--- src/rtl/div_seq_ctrl_if.sv ---
// Handshake bundle between the EX stage (master) and the divide sequencer (slave).
interface div_seq_ctrl_if #(parameter int WIDTH = 32);
    logic               start_i;
    logic               signed_i;
    logic [WIDTH-1:0]   opdata1_i;
    logic [WIDTH-1:0]   opdata2_i;
    logic               annul_i;
    logic [2*WIDTH-1:0] result_o;
    logic               ready_o;
    logic               stall_o;

    modport master (
        output start_i, signed_i, opdata1_i, opdata2_i, annul_i,
        input  result_o, ready_o, stall_o
    );

    modport slave (
        input  start_i, signed_i, opdata1_i, opdata2_i, annul_i,
        output result_o, ready_o, stall_o
    );
endinterface

--- src/rtl/div_seq_ctrl.sv ---
// Radix-2 restoring divide sequencer for DIV/DIVU; stalls EX until {rem, quo} is ready.
module div_seq_ctrl #(
    parameter int WIDTH = 32,
    parameter int CNT_W = 6
) (
    input logic          clk,
    input logic          rst,
    div_seq_ctrl_if.slave bus
);
    typedef enum logic [1:0] {S_IDLE, S_ON, S_DIVZERO, S_END} state_t;

    state_t             state, state_nxt;
    logic [CNT_W-1:0]   cnt;
    logic [WIDTH-1:0]   rem, dvd, dsr;
    logic               neg_q, neg_r;
    logic [2*WIDTH-1:0] result_q;

    logic [WIDTH-1:0]   abs1, abs2;
    logic [WIDTH:0]     rem_sh;
    logic [WIDTH-1:0]   diff, rem_n, dvd_n, q_fin, r_fin;
    logic               ge, last;

    // Magnitudes stay unsigned W-bit, so |0x80000000| needs no extra bit.
    assign abs1 = (bus.signed_i & bus.opdata1_i[WIDTH-1]) ? -bus.opdata1_i : bus.opdata1_i;
    assign abs2 = (bus.signed_i & bus.opdata2_i[WIDTH-1]) ? -bus.opdata2_i : bus.opdata2_i;

    // One restoring step: compare on W+1 bits, subtract modulo 2^W (exact when ge).
    assign rem_sh = {rem, dvd[WIDTH-1]};
    assign ge     = (rem_sh >= {1'b0, dsr});
    assign diff   = rem_sh[WIDTH-1:0] - dsr;
    assign rem_n  = ge ? diff : rem_sh[WIDTH-1:0];
    assign dvd_n  = {dvd[WIDTH-2:0], ge};
    assign q_fin  = neg_q ? -dvd_n : dvd_n;
    assign r_fin  = neg_r ? -rem_n : rem_n;
    assign last   = (cnt == CNT_W'(WIDTH-1));

    always_ff @(posedge clk) begin
        if (rst) state <= S_IDLE;
        else     state <= state_nxt;
    end

    always_comb begin
        state_nxt = state;
        if (bus.annul_i) begin
            state_nxt = S_IDLE;
        end else begin
            case (state)
                S_IDLE:    if (bus.start_i)
                               state_nxt = (bus.opdata2_i == '0) ? S_DIVZERO : S_ON;
                S_ON:      if (last) state_nxt = S_END;
                S_DIVZERO: state_nxt = S_END;
                S_END:     if (!bus.start_i) state_nxt = S_IDLE;
                default:   state_nxt = S_IDLE;
            endcase
        end
    end

    always_comb begin
        bus.ready_o  = (state == S_END);
        bus.stall_o  = ~rst & bus.start_i & ~bus.annul_i & (state != S_END);
        bus.result_o = result_q;
    end

    always_ff @(posedge clk) begin
        if (rst) begin
            cnt      <= '0;
            rem      <= '0;
            dvd      <= '0;
            dsr      <= '0;
            neg_q    <= 1'b0;
            neg_r    <= 1'b0;
            result_q <= '0;
        end else if (bus.annul_i) begin
            cnt      <= '0;
            result_q <= '0;
        end else begin
            case (state)
                S_IDLE: begin
                    result_q <= '0;
                    if (bus.start_i) begin
                        dvd   <= abs1;
                        dsr   <= abs2;
                        rem   <= '0;
                        cnt   <= '0;
                        neg_q <= bus.signed_i & (bus.opdata1_i[WIDTH-1] ^ bus.opdata2_i[WIDTH-1]);
                        neg_r <= bus.signed_i & bus.opdata1_i[WIDTH-1];
                    end
                end
                S_ON: begin
                    rem <= rem_n;
                    dvd <= dvd_n;
                    cnt <= cnt + CNT_W'(1);
                    if (last) result_q <= {r_fin, q_fin};
                end
                S_DIVZERO: result_q <= '0;
                S_END:     if (!bus.start_i) result_q <= '0;
                default:   result_q <= '0;
            endcase
        end
    end
endmodule
--- src/flat_wrapper.sv ---
// flat-port wrapper written by rule: the top's interface ports become plain ports
module div_seq_ctrl_flat 
#(
    parameter int WIDTH = 32,
    parameter int CNT_W = 6
)
  (clk, rst, bus_start_i, bus_signed_i, bus_opdata1_i, bus_opdata2_i, bus_annul_i, bus_result_o, bus_ready_o, bus_stall_o);
  div_seq_ctrl_if #(.WIDTH(WIDTH)) bus_i ();
  input logic clk;
  input logic rst;
  input wire logic [$bits(bus_i.start_i)-1:0] bus_start_i;
  input wire logic [$bits(bus_i.signed_i)-1:0] bus_signed_i;
  input wire logic [$bits(bus_i.opdata1_i)-1:0] bus_opdata1_i;
  input wire logic [$bits(bus_i.opdata2_i)-1:0] bus_opdata2_i;
  input wire logic [$bits(bus_i.annul_i)-1:0] bus_annul_i;
  output wire logic [$bits(bus_i.result_o)-1:0] bus_result_o;
  output wire logic [$bits(bus_i.ready_o)-1:0] bus_ready_o;
  output wire logic [$bits(bus_i.stall_o)-1:0] bus_stall_o;
  assign bus_i.start_i = bus_start_i;
  assign bus_i.signed_i = bus_signed_i;
  assign bus_i.opdata1_i = bus_opdata1_i;
  assign bus_i.opdata2_i = bus_opdata2_i;
  assign bus_i.annul_i = bus_annul_i;
  assign bus_result_o = bus_i.result_o;
  assign bus_ready_o = bus_i.ready_o;
  assign bus_stall_o = bus_i.stall_o;
  div_seq_ctrl #(.WIDTH(WIDTH), .CNT_W(CNT_W)) u_core (.clk(clk), .rst(rst), .bus(bus_i));
endmodule
--- config.mk ---
export PLATFORM = sky130hd
export DESIGN_NAME = div_seq_ctrl_flat
export DESIGN_NICKNAME = d
export VERILOG_FILES = /design/src/rtl/div_seq_ctrl_if.sv /design/src/rtl/div_seq_ctrl.sv /design/src/flat_wrapper.sv
export SDC_FILE = /design/constraint.sdc
export NUM_CORES = 1
export LEC_CHECK = 0
export BUFFER_PORTS_ARGS = -buffer_cell sky130_fd_sc_hd__buf_2
export CORE_MARGIN = 3
export CORE_UTILIZATION = 60
export DETAILED_ROUTE_END_ITERATION = 8
export GPL_ROUTABILITY_DRIVEN = 0
export GPL_TIMING_DRIVEN = 0
export PLACE_DENSITY_LB_ADDON = 0.15
export REMOVE_ABC_BUFFERS = 1
export SYNTH_ARGS = -nofsm -noshare
export SYNTH_HDL_FRONTEND = slang
export SYNTH_SLANG_ARGS = --single-unit
--- constraint.sdc ---
create_clock -name clk -period 5 [get_ports clk]
set_clock_uncertainty 0.15 [all_clocks]
set_input_delay 0.25 -clock clk [delete_from_list [all_inputs] [get_ports clk]]
set_output_delay 0.25 -clock clk [all_outputs]
set_load 0.01 [all_outputs]
Yosys cells after proc, flatten, opt, wreduce, memory -nomap -nowiden
Index checks and enable logic that the tools add are counted.

Add/subtract/negate cells: 6. $lt $le $gt $ge: 1. Equal/unequal tests: 8. Muxes and demuxes: 19. Bitwise logic cells: 9. Reduce and logical (&&, ||, !) cells: 10.

Operators with widths (number): two-way mux 32 bit (7); case mux 64 bit (3 select lines) (1); two-way mux 64 bit (2); negator 32 bit (4); case mux 32 bit (2 select lines) (2); >= comparator 33 x 32 -> 1 bit (1); logical NOT 32 bit (1); subtractor 32 bit (1); case mux 6 bit (2 select lines) (1); AND reduction 3 bit (3); two-way mux 2 bit (4); case mux 2 bit (4 select lines) (1); adder 6 x 1 -> 6 bit (second input constant) (1); AND 1 bit (6); == test 6 x 5 -> 1 bit (second input constant) (1); two-way mux 6 bit (1); inequality test 2 bit (second input constant) (3); == test 2 bit (second input constant) (2); AND reduction 2 bit (2); OR reduction 2 bit (2); == test 2 x 1 -> 1 bit (second input constant) (1); logical NOT 2 bit (1); inequality test 2 x 1 -> 1 bit (second input constant) (1); NOT 1 bit (2); other kinds (2) (2).

Bits in registers: 170. Bits of input ports: 69.

Depth between registers and ports, before layout
Gate-level depths: netlist of run 1.

Depth after elaboration: 6. Mapped depth: 21.

Worst setup path before layout of run 1
OpenSTA, ideal clock, no wires.

Path kind: register -> register. Start: reg u_core.dsr[26]. End: reg u_core.result_q[62], in the netlist u_core.bus.result_o[62]. Setup time: 126 ps. Arrival time: 4276 ps. Required time: 4724 ps. Setup slack: 448 ps. Stages on the path, launching flop included: 19. Cells stage by stage: dfxtp_1 -> inv_1 -> ha_1 -> buf_2 -> nand4_1 -> nor4_4 -> a2111oi_0 -> o211a_1 -> buf_2 -> nand2_4 -> clkbuf_1 -> clkbuf_1 -> mux2i_1 -> ha_1 -> o21ai_1 -> nand4bb_1 -> or4_1 -> o31ai_1 -> nand3_1.

Cells in the longest elaborated chain, start to end: 6. Elaborated cells between the ends (all ways): 7.

Ends and longest elaborated chain: start, declared (line div_seq_ctrl.sv:14) `logic [WIDTH-1:0] rem, dvd, dsr;`; start signal, assigned (line div_seq_ctrl.sv:82) `dsr <= abs2;`; subtractor 32 bit or >= comparator 33 x 32 -> 1 bit (tied branches) (line div_seq_ctrl.sv:30, div_seq_ctrl.sv:29); two-way mux 32 bit (*) (line div_seq_ctrl.sv:31) `assign rem_n = ge ? diff : rem_sh[WIDTH-1:0];`; negator 32 bit (line div_seq_ctrl.sv:34) `assign r_fin = neg_r ? -rem_n : rem_n;`; two-way mux 32 bit (*) (line div_seq_ctrl.sv:34); two-way mux 64 bit (*) (line div_seq_ctrl.sv:93) `if (last) result_q <= {r_fin, q_fin};`; case mux 64 bit (3 select lines) (*) (line div_seq_ctrl.sv:77) `case (state)`; end signal, assigned (line div_seq_ctrl.sv:93); end, declared (line div_seq_ctrl.sv:16) `logic [2*WIDTH-1:0] result_q;`.

Mark *: on every way between the ends. The rest lies on a longest branch, timed or not. The select of a mux whose other input is x is not followed. A chain may end at the register's enable or synchronous reset.

Worst setup path in the final report of run 1
Start: reg u_core.dsr[27]. End: reg u_core.result_q[62], in the netlist u_core.bus.result_o[62].

Same word-level chain as after synthesis.

==> out/results.txt, run 1 <==
DR vias -> 12,300
Worst slew margin -> 0.0620
die height -> 147 um
CP required -> 5.17 ns
Main synth FF type -> dfxtp_1
cell count after synthesis -> 1,635
EDFF count, synth -> 0
unrepaired setup endpoints after global routing -> false
maximum clock rate -> 209 MHz
Final Max Slew Viols -> 0
starting DRC count in detailed routing -> 1,282
antenna diode count -> 0
GRT Total Usage -> 0.311
TritonCTS clock tree -> built
main combinational cell family by area after synthesis -> compound AO/OA/AOI/OAI gates
hpwl dp -> 24.5 mm
Overflow after GRT -> 0
Initial Utilization -> 0.623
Worst VDD drop -> 0.000258 V
Adder-Cell Fraction of Synth Area -> 0.0436
crit path max fanout -> 39
syn_area_per_cell -> 7.29 um^2
clock sinks -> 170
worst-margin pin slew -> 1.37 ns
largest net degree at the start of global routing -> 64
CP Capture Type -> flop
CTS H-tree lvls -> 4
Seq/Total Area, Yosys -> 0.285
Final Critical Period -> 4.78 ns
P_leak -> 5.28 nW
drt drc -> 0
Simple-Gate Fraction of Synth Area -> 0.242
clock latency on the worst-skew pair -> 0.44 ns
Die W -> 147 um
register bit total from synthesis -> 170
Clock Tree Buf Depth -> 2
pwr/cell area -> 278 nW/um^2
total CTS buffers -> 17
HP Class -> input pin to flop
vias per cell -> 6.23
CTS root buffer -> clkbuf_16
final WL -> 34.5 mm
share of cells above drive strength 1 -> 0.123
Core Footprint -> 19,100 um^2
Pre-antenna DRT Iters -> 6
area grow syn2layout -> 12.7%
Final nets -> 1,817
Max Cap Viol -> 0
I/O pin cnt -> 135
Final period util -> 0.957
Final Hold Fails -> 0
Layout Utilization -> 0.702
vias in the first global route -> 11,500
drt wl/cell -> 17.4 um
Synth cell types -> 83
Routed Antenna Nets -> 0
first-pass GRT wire length -> 56.0 mm
TNS Setup -> 0 ns
Post-Syn Area -> 11,900 um^2
Crit Path Category -> flop to flop
Startpoint Class -> flop
Compound-Gate Fraction of Synth Area -> 0.269
DIE AREA -> 21,600 um^2
antenna violations before repair -> 0
CTS clk-pin slew, worst paths -> 0.07 ns
mux contribution to synthesized area -> 0.0126
fillers -> 1,641
status -> completed
Arr. time, crit path -> 4.95 ns
Synth Area in XOR/XNOR -> 0.0933
standard-cell rows -> 50
asr flop ratio synth -> 0
Setup violations, final -> 0
I/O Buffers -> 134
synth warn -> 0
Yosys cell counts, types with 7 or more instances:
master | n | area share
nor4_1 | 20 | 0.010
clkbuf_1 | 83 | 0.026
and3_1 | 16 | 0.0084
dfxtp_1 | 170 | 0.29
a21oi_1 | 121 | 0.051
or4_1 | 7 | 0.0044
o21a_1 | 7 | 0.0044
o21ai_0 | 116 | 0.049
and2_1 | 9 | 0.0047
a311oi_1 | 7 | 0.0051
nand2b_1 | 13 | 0.0068
nor3_1 | 35 | 0.015
nand2_1 | 224 | 0.071
xnor2_1 | 76 | 0.056
ha_1 | 40 | 0.042
mux2i_1 | 15 | 0.013
inv_1 | 56 | 0.018
buf_2 | 13 | 0.0055
a21o_1 | 14 | 0.0088
buf_1 | 8 | 0.0025
o21ai_1 | 11 | 0.0046
a31oi_1 | 34 | 0.018
o41ai_1 | 13 | 0.0095
nand3_1 | 43 | 0.018
nand4_1 | 16 | 0.0084
a22oi_1 | 34 | 0.021
or3_1 | 15 | 0.0079
o211ai_1 | 10 | 0.0063
a211oi_1 | 39 | 0.025
o31ai_1 | 19 | 0.012
xor2_1 | 51 | 0.037
nor2_1 | 184 | 0.058
per-layer routing:
layer  track usage  share of wire
met5             0              0
met4         0.142          0.047
met3        0.0515          0.075
met2         0.504           0.44
met1         0.407           0.43
critical path: stages (launching register included):
cell and delay (ns):
dfxtp_1 0.33, inv_1 0.06, ha_1 0.49, nand4_1 0.33, nor3_1 0.36, nand4_1 0.26
o211a_2 0.25, nand2_8 0.28, mux2i_2 0.32, ha_1 0.25, o21ai_1 0.16, nand4bb_2 0.44
or4_1 0.57, o31ai_1 0.29, nand3_1 0.11
cell type report:
type | count | area (um^2) | share of cell area
multi-input combinational | 1302 | 7950 | 0.591
timing repair inverter | 2 | 10.0 | 0.000745
clock buffer | 17 | 425 | 0.0316
inverter | 56 | 214 | 0.0159
tap | 260 | 325 | 0.0242
sequential | 170 | 3400 | 0.253
timing repair buffer | 158 | 966 | 0.0719
clock inverter | 15 | 153 | 0.0114
layout by cell type (no fill, tap or decap), drive strengths merged, types with 35 or more instances in the layout:
master	synthesis	final
nand2	225	225
nor2	184	184
dfxtp	170	170
buf	24	142
o21ai	128	128
a21oi	124	124
xnor2	76	76
inv	56	62
xor2	51	51
nand3	43	43
a211oi	40	40
ha	40	40
nor3	35	35
flip-flops by register name (all words and copies together) (netlist names):
register / count
u_core.bus.result_o: 64
u_core.rem: 32
u_core.neg_r: 1
u_core.state: 2
u_core.cnt: 6
u_core.neg_q: 1
u_core.dsr: 32
u_core.dvd: 32
kinds of logic (layout without fill, tap and decap cells):
kind of cell	count (synthesis)	after routing
fa+ha+maj	41	41
xor+xnor	127	127
simple gates	625	625
mux	15	15
compound gates	494	494
flops	170	170
buf+inv	163	248
final timing paths:
path / depth (start not counted) / slack, ns / end / from
worst min register to register: 2 / 0.29 / u_core.bus.result_o[57] / u_core.bus.result_o[57]
worst max-delay path: 14 / 0.22 / u_core.bus.result_o[62] / u_core.dsr[27]
worst min-delay path: 3 / 0.006 / u_core.dsr[12] / bus_opdata2_i[12]
worst max register to register: 14 / 0.22 / u_core.bus.result_o[62] / u_core.dsr[27]
per-stage QoR:
step	instance area [um^2]	total power, mW	worst slack (ns)	hold slack, ns	instances
after floorplan	11500	2.12	0.208	0.169	1528
after global placement	12500	2.37	-2.81	0.279	1922
after detailed placement	12600	2.40	-0.811	0.284	1927
after CTS	13400	3.71	0.167	0.00184	1978
after global routing	13400	3.89	0.0301	0.0331	1980
final	13400	3.73	0.216	0.00645	1980
repair_timing:
action / in CTS / in global routing
setup buffers: 2 / 0
pin swaps: 2 / 0
cloned: 1 / 1
hold buffers: 16 / 0
endpoints found under the hold margin: 16 / 0
setup endpoints to repair: 53 / 19
resized for setup: 4 / 8
report_power, final:
group          total [mW]  leakage [nW]  switching, mW  internal [mW]
sequential           1.44          1.38         0.0453           1.40
clock                1.31         0.279          0.643          0.665
combinational       0.984          3.62          0.633          0.351
(Power assumes the default switching activity.)
==> run 2: changes to the inputs <==
Settings changed: SKIP_CTS_REPAIR_TIMING set to 1.
Clock period 5 ns to 5.7 ns, I/O delays scaled along.
==> run 2 against run 1 <==
- the flow now finishes with violations (negative hold slack)
- critical path type unchanged
- utilization decreased by 1.0 points
- via count decreased by 0.28%
- largest power group unchanged
- sequential cell count unchanged
- fmax decreased by 12%
- largest cell class unchanged
- highest routed layer unchanged
- critical endpoint unchanged
- cell count decreased by 0.91%
- total power decreased by 13%
- first-iteration DRC count increased by 8.7%
==> out/results.txt, run 2 (synthesized netlist as in run 1, its figures left out) <==
Largest register FFs -> 64
starting DRC count in detailed routing -> 1,393
Clock Tree Buf Depth -> 2
maximum clock rate -> 185 MHz
TritonCTS clock tree -> built
commonest non-fill, non-tap cell in the layout -> nand2_1
CTS root buffer -> clkbuf_16
antenna diode count -> 0
unrepaired setup endpoints after global routing -> false
Max Cap Viol -> 0
Comb power frac -> 0.260
pwr/cell area -> 246 nW/um^2
final WL -> 34.0 mm
CTS H-tree lvls -> 4
Clk pwr share -> 0.352
pre-CTS WS -> -0.111 ns
largest net degree at the start of global routing -> 64
Setup violations, final -> 0
Pre-antenna DRT Iters -> 6
clock sinks -> 170
most frequent cells in the layout -> nand2_1, nor2_1, dfxtp_1
antenna violations before repair -> 0
Die W -> 147 um
vias in the first global route -> 11,400
WHS -> -0.00985 ns
Final period util -> 0.950
I/O Buffers -> 134
switching share of total power -> 0.354
standard-cell rows -> 50
Initial Utilization -> 0.623
worst-margin pin slew -> 1.35 ns
Overflow after GRT -> 0
Worst VDD drop -> 0.000208 V
hpwl dp -> 24.5 mm
DR vias -> 12,300
clock latency on the worst-skew pair -> 0.43 ns
Layout Utilization -> 0.692
CP Capture Type -> flop
most used cell, CP -> ha_1
GRT Total Usage -> 0.305
max incr delay on CP -> 0.69 ns
drt wl/cell -> 17.4 um
violated checks -> negative hold slack
drt drc -> 0
area grow syn2layout -> 11.1%
Arr. time, crit path -> 5.58 ns
first-pass GRT wire length -> 55.2 mm
CTS clk-pin slew, worst paths -> 0.07 ns
P_leak -> 5.21 nW
Worst slew margin -> 0.0755
Final nets -> 1,799
Core Footprint -> 19,100 um^2
Crit-path slowest cell -> o311ai_4
Crit Path Category -> flop to flop
Routed Antenna Nets -> 0
Final Max Slew Viols -> 0
share of cells above drive strength 1 -> 0.118
net switching power figure -> 1.15 mW
status -> complete, but fails checks
CP required -> 5.87 ns
Startpoint Class -> flop
crit path max fanout -> 37
Flop pwr share -> 0.388
DIE AREA -> 21,600 um^2
final setup margin -> 0.287 ns
Final Hold Fails -> 1
CP cell instances -> ha_1, a21oi_2, o21ai_2, a311o_1, o311ai_4, nand2_4, mux2i_1, ha_1, o21ai_1, nand4bb_1, or4_1, o31ai_1, nand3_1
Cell Int Power -> 2.11 mW
vias per cell -> 6.27
die height -> 147 um
HP Class -> input pin to flop
Final Critical Period -> 5.41 ns
I/O pin cnt -> 135
total CTS buffers -> 17
run 2: per-layer routing:
layer / routed length (um) / track usage / share of wire
met2: 15300 / 0.491 / 0.45
met3: 2730 / 0.0515 / 0.080
met1: 14500 / 0.401 / 0.43
met4: 1520 / 0.144 / 0.045
met5: 0 / 0 / 0
run 2: power groups by stage:
stage                     sequential, mW  clock [mW]  combinational, mW
after floorplan                     1.28           0              0.583
after global placement              1.29           0              0.792
after detailed placement            1.29           0              0.817
after CTS                           1.26        1.16              0.823
after global routing                1.27        1.20              0.927
final                               1.26        1.15              0.847
run 2: layout make-up:
class                   count  area [um^2]
repair buffers            142          828
inverters                  56          214
clock buffers              17          425
fillers                  1664         5900
clock inverters            15          153
well taps                 260          325
multi-input cells        1302         7900
flip-flops and latches    170         3400
run 2: worst paths after layout:
kind / startpoint / to / slack, ns / cells past startpoint
setup / recovery: u_core.rem[5] / u_core.bus.result_o[62] / 0.29 / 13
hold / removal: bus_opdata2_i[1] / u_core.dsr[1] / -0.01 / 3
setup reg to reg: u_core.rem[5] / u_core.bus.result_o[62] / 0.29 / 13
hold reg to reg: u_core.bus.result_o[57] / u_core.bus.result_o[57] / 0.29 / 2
run 2: worst max-delay path: cells and delay by family (launching register included):
kind | cells | cell delay (ns)
AO/OA/AOI/OAI | 6 | 1.99
multiplexers | 1 | 0.38
AND/OR/NAND/NOR | 4 | 1.71
adder cells (fa/ha/maj) | 2 | 0.61
flip-flops | 1 | 0.45
run 2: stage by stage:
step | total power, mW | instance area (um^2) | hold WS, ns | instances | TNS (ns)
finish | 3.26 | 13200 | -0.00985 | 1962 | 0
global route | 3.40 | 13200 | 0.00676 | 1962 | 0
global placement | 2.08 | 12500 | 0.279 | 1922 | -50.25
floorplan | 1.86 | 11500 | 0.204 | 1528 | 0
CTS | 3.24 | 13200 | -0.0417 | 1959 | -0.350
detailed placement | 2.11 | 12600 | 0.284 | 1927 | -0.196
==> run 3: changes to the inputs <==
Settings changed: BUFFER_PORTS_ARGS -buffer_cell sky130_fd_sc_hd__buf_2 to -buffer_cell sky130_fd_sc_hd__buf_4, CORE_UTILIZATION 60 to 25.
Clock period 5.7 ns to 6.2 ns, I/O delays scaled along.
==> run 3 against run 2 <==
- the run now ends clean
- utilization decreased by 39 points
- clock power decreased by 3%
- via count decreased by 2.8%
==> out/results.txt, run 3 (synthesized netlist as in run 1, its figures left out) <==
worst-margin pin slew -> 1.27 ns
die height -> 224 um
Final period util -> 0.905
WHS -> 0.00230 ns
Crit. Startpoint -> u_core.rem[5]
status -> completed
R2R Path Start -> u_core.rem[5]
commonest non-fill, non-tap cell in the layout -> nand2_1
DR vias -> 12,000
Die W -> 224 um
Largest register FFs -> 64
DIE AREA -> 50,400 um^2
critical path buffer and inverter count -> 1
Worst slew margin -> 0.149
Pre-antenna DRT Iters -> 5
Routed Antenna Nets -> 0
share of cells above drive strength 1 -> 0.118
Flop pwr share -> 0.377
Clock Tree Buf Depth -> 2
Overflow after GRT -> 0
CTS H-tree lvls -> 4
GRT Total Usage -> 0.168
hpwl dp -> 31.2 mm
Layout Utilization -> 0.298
Worst VDD drop -> 0.000118 V
crit path max fanout -> 48
fin area -> 14,000 um^2
most used cell, CP -> ha_1
Core Footprint -> 46,900 um^2
Crit-path slowest cell -> inv_2
drt drc -> 0
Startpoint Class -> flop
vias in the first global route -> 11,700
Cell Int Power -> 1.99 mW
antenna violations before repair -> 1
Setup violations, final -> 0
I/O Buffers -> 134
area grow syn2layout -> 17.2%
clock sinks -> 170
fillers -> 5,123
TritonCTS clock tree -> built
first-pass GRT wire length -> 66.7 mm
net switching power figure -> 1.09 mW
Crit Path Category -> flop to flop
most frequent cells in the layout -> nand2_1, nor2_1, dfxtp_1
P_leak -> 5.23 nW
clock latency on the worst-skew pair -> 0.47 ns
placed cell areas -> 13,400 um^2
maximum clock rate -> 178 MHz
vias per cell -> 5.18
final WL -> 42.3 mm
Crit path max-delay family -> compound AO/OA/AOI/OAI gates
TNS Setup -> 0 ns
total CTS buffers -> 17
max incr delay on CP -> 0.79 ns
switching share of total power -> 0.355
Final Hold Fails -> 0
antenna diode count -> 0
CP Capture Type -> flop
Hold Crit Start -> bus_opdata2_i[1]
CP required -> 6.36 ns
CTS root buffer -> clkbuf_16
Final Max Slew Viols -> 0
CTS clk-pin slew, worst paths -> 0.07 ns
CP cell instances -> ha_1, a21oi_2, o21ai_2, a311o_1, o311ai_4, nand2_4, inv_2, ha_1, and3_1, a21boi_0, a21oi_1, nand2_1, xor2_1, a22oi_1, nor2_1
standard-cell rows -> 79
Initial Utilization -> 0.255
Arr. time, crit path -> 5.78 ns
total power draw -> 3.08 mW
Final Critical Period -> 5.61 ns
starting DRC count in detailed routing -> 733
Final nets -> 1,797
Comb power frac -> 0.264
unrepaired setup endpoints after global routing -> false
I/O pin cnt -> 135
HP Class -> input pin to flop
pwr/cell area -> 220 nW/um^2
drt wl/cell -> 18.3 um
Clk pwr share -> 0.359
Max Cap Viol -> 0
largest net degree at the start of global routing -> 101
[run 3: changes by cell type in the layout (fill, tap and decap cells not counted), moves of 2 or more]
| cell | previous run | this run |
|---|---|---|
| buf_2 | 133 | 0 |
| inv_8 | 5 | 1 |
| buf_4 | 2 | 134 |
| buf_12 | 2 | 4 |
| buf_16 | 3 | 1 |
[run 3: power by group through the flow]
stage,Sequential (mW),Combinational [mW],Clock (mW)
floorplan,1.18,0.536,0
global placement,1.19,0.801,0
detailed placement,1.19,0.811,0
CTS,1.16,0.816,1.15
global route,1.17,0.907,1.19
finish,1.16,0.812,1.11
[run 3: per-layer routing]
layer  wire (um)  track usage
met2       19900        0.279
met5          13            0
met4        1270       0.0574
met3        1650       0.0295
met1       19400        0.221
[run 3: path summary, 6_finish.rpt]
path | endpoint | slack [ns] | depth (start not counted)
max | u_core.bus.result_o[26] | 0.59 | 15
min | u_core.dsr[1] | 0.002 | 3
max reg2reg | u_core.bus.result_o[26] | 0.59 | 15
min reg2reg | u_core.bus.result_o[59] | 0.29 | 2
[run 3: tightest hold or removal path, delay by kind of cell]
family	cells	cell delay, ns
simple gates	1	0.05
buf+inv	1	0.12
compound gates	1	0.08
[run 3: area by class of cell]
type                       count  area (um^2)  area share
multi-input combinational   1302         7900       0.565
sequential                   170         3400       0.243
timing repair buffer         140         1120      0.0804
tap                          607          759      0.0543
clock buffer                  19          443      0.0317
inverter                      56          210      0.0150
clock inverter                13          139     0.00993
[run 3: per-stage QoR]
stage               instances  setup slack [ns]
floorplan                1528              1.41
CTS                      2306             0.549
global route             2307            0.0252
detailed placement       2274             0.584
global placement         2269             -3.17
finish                   2307             0.586
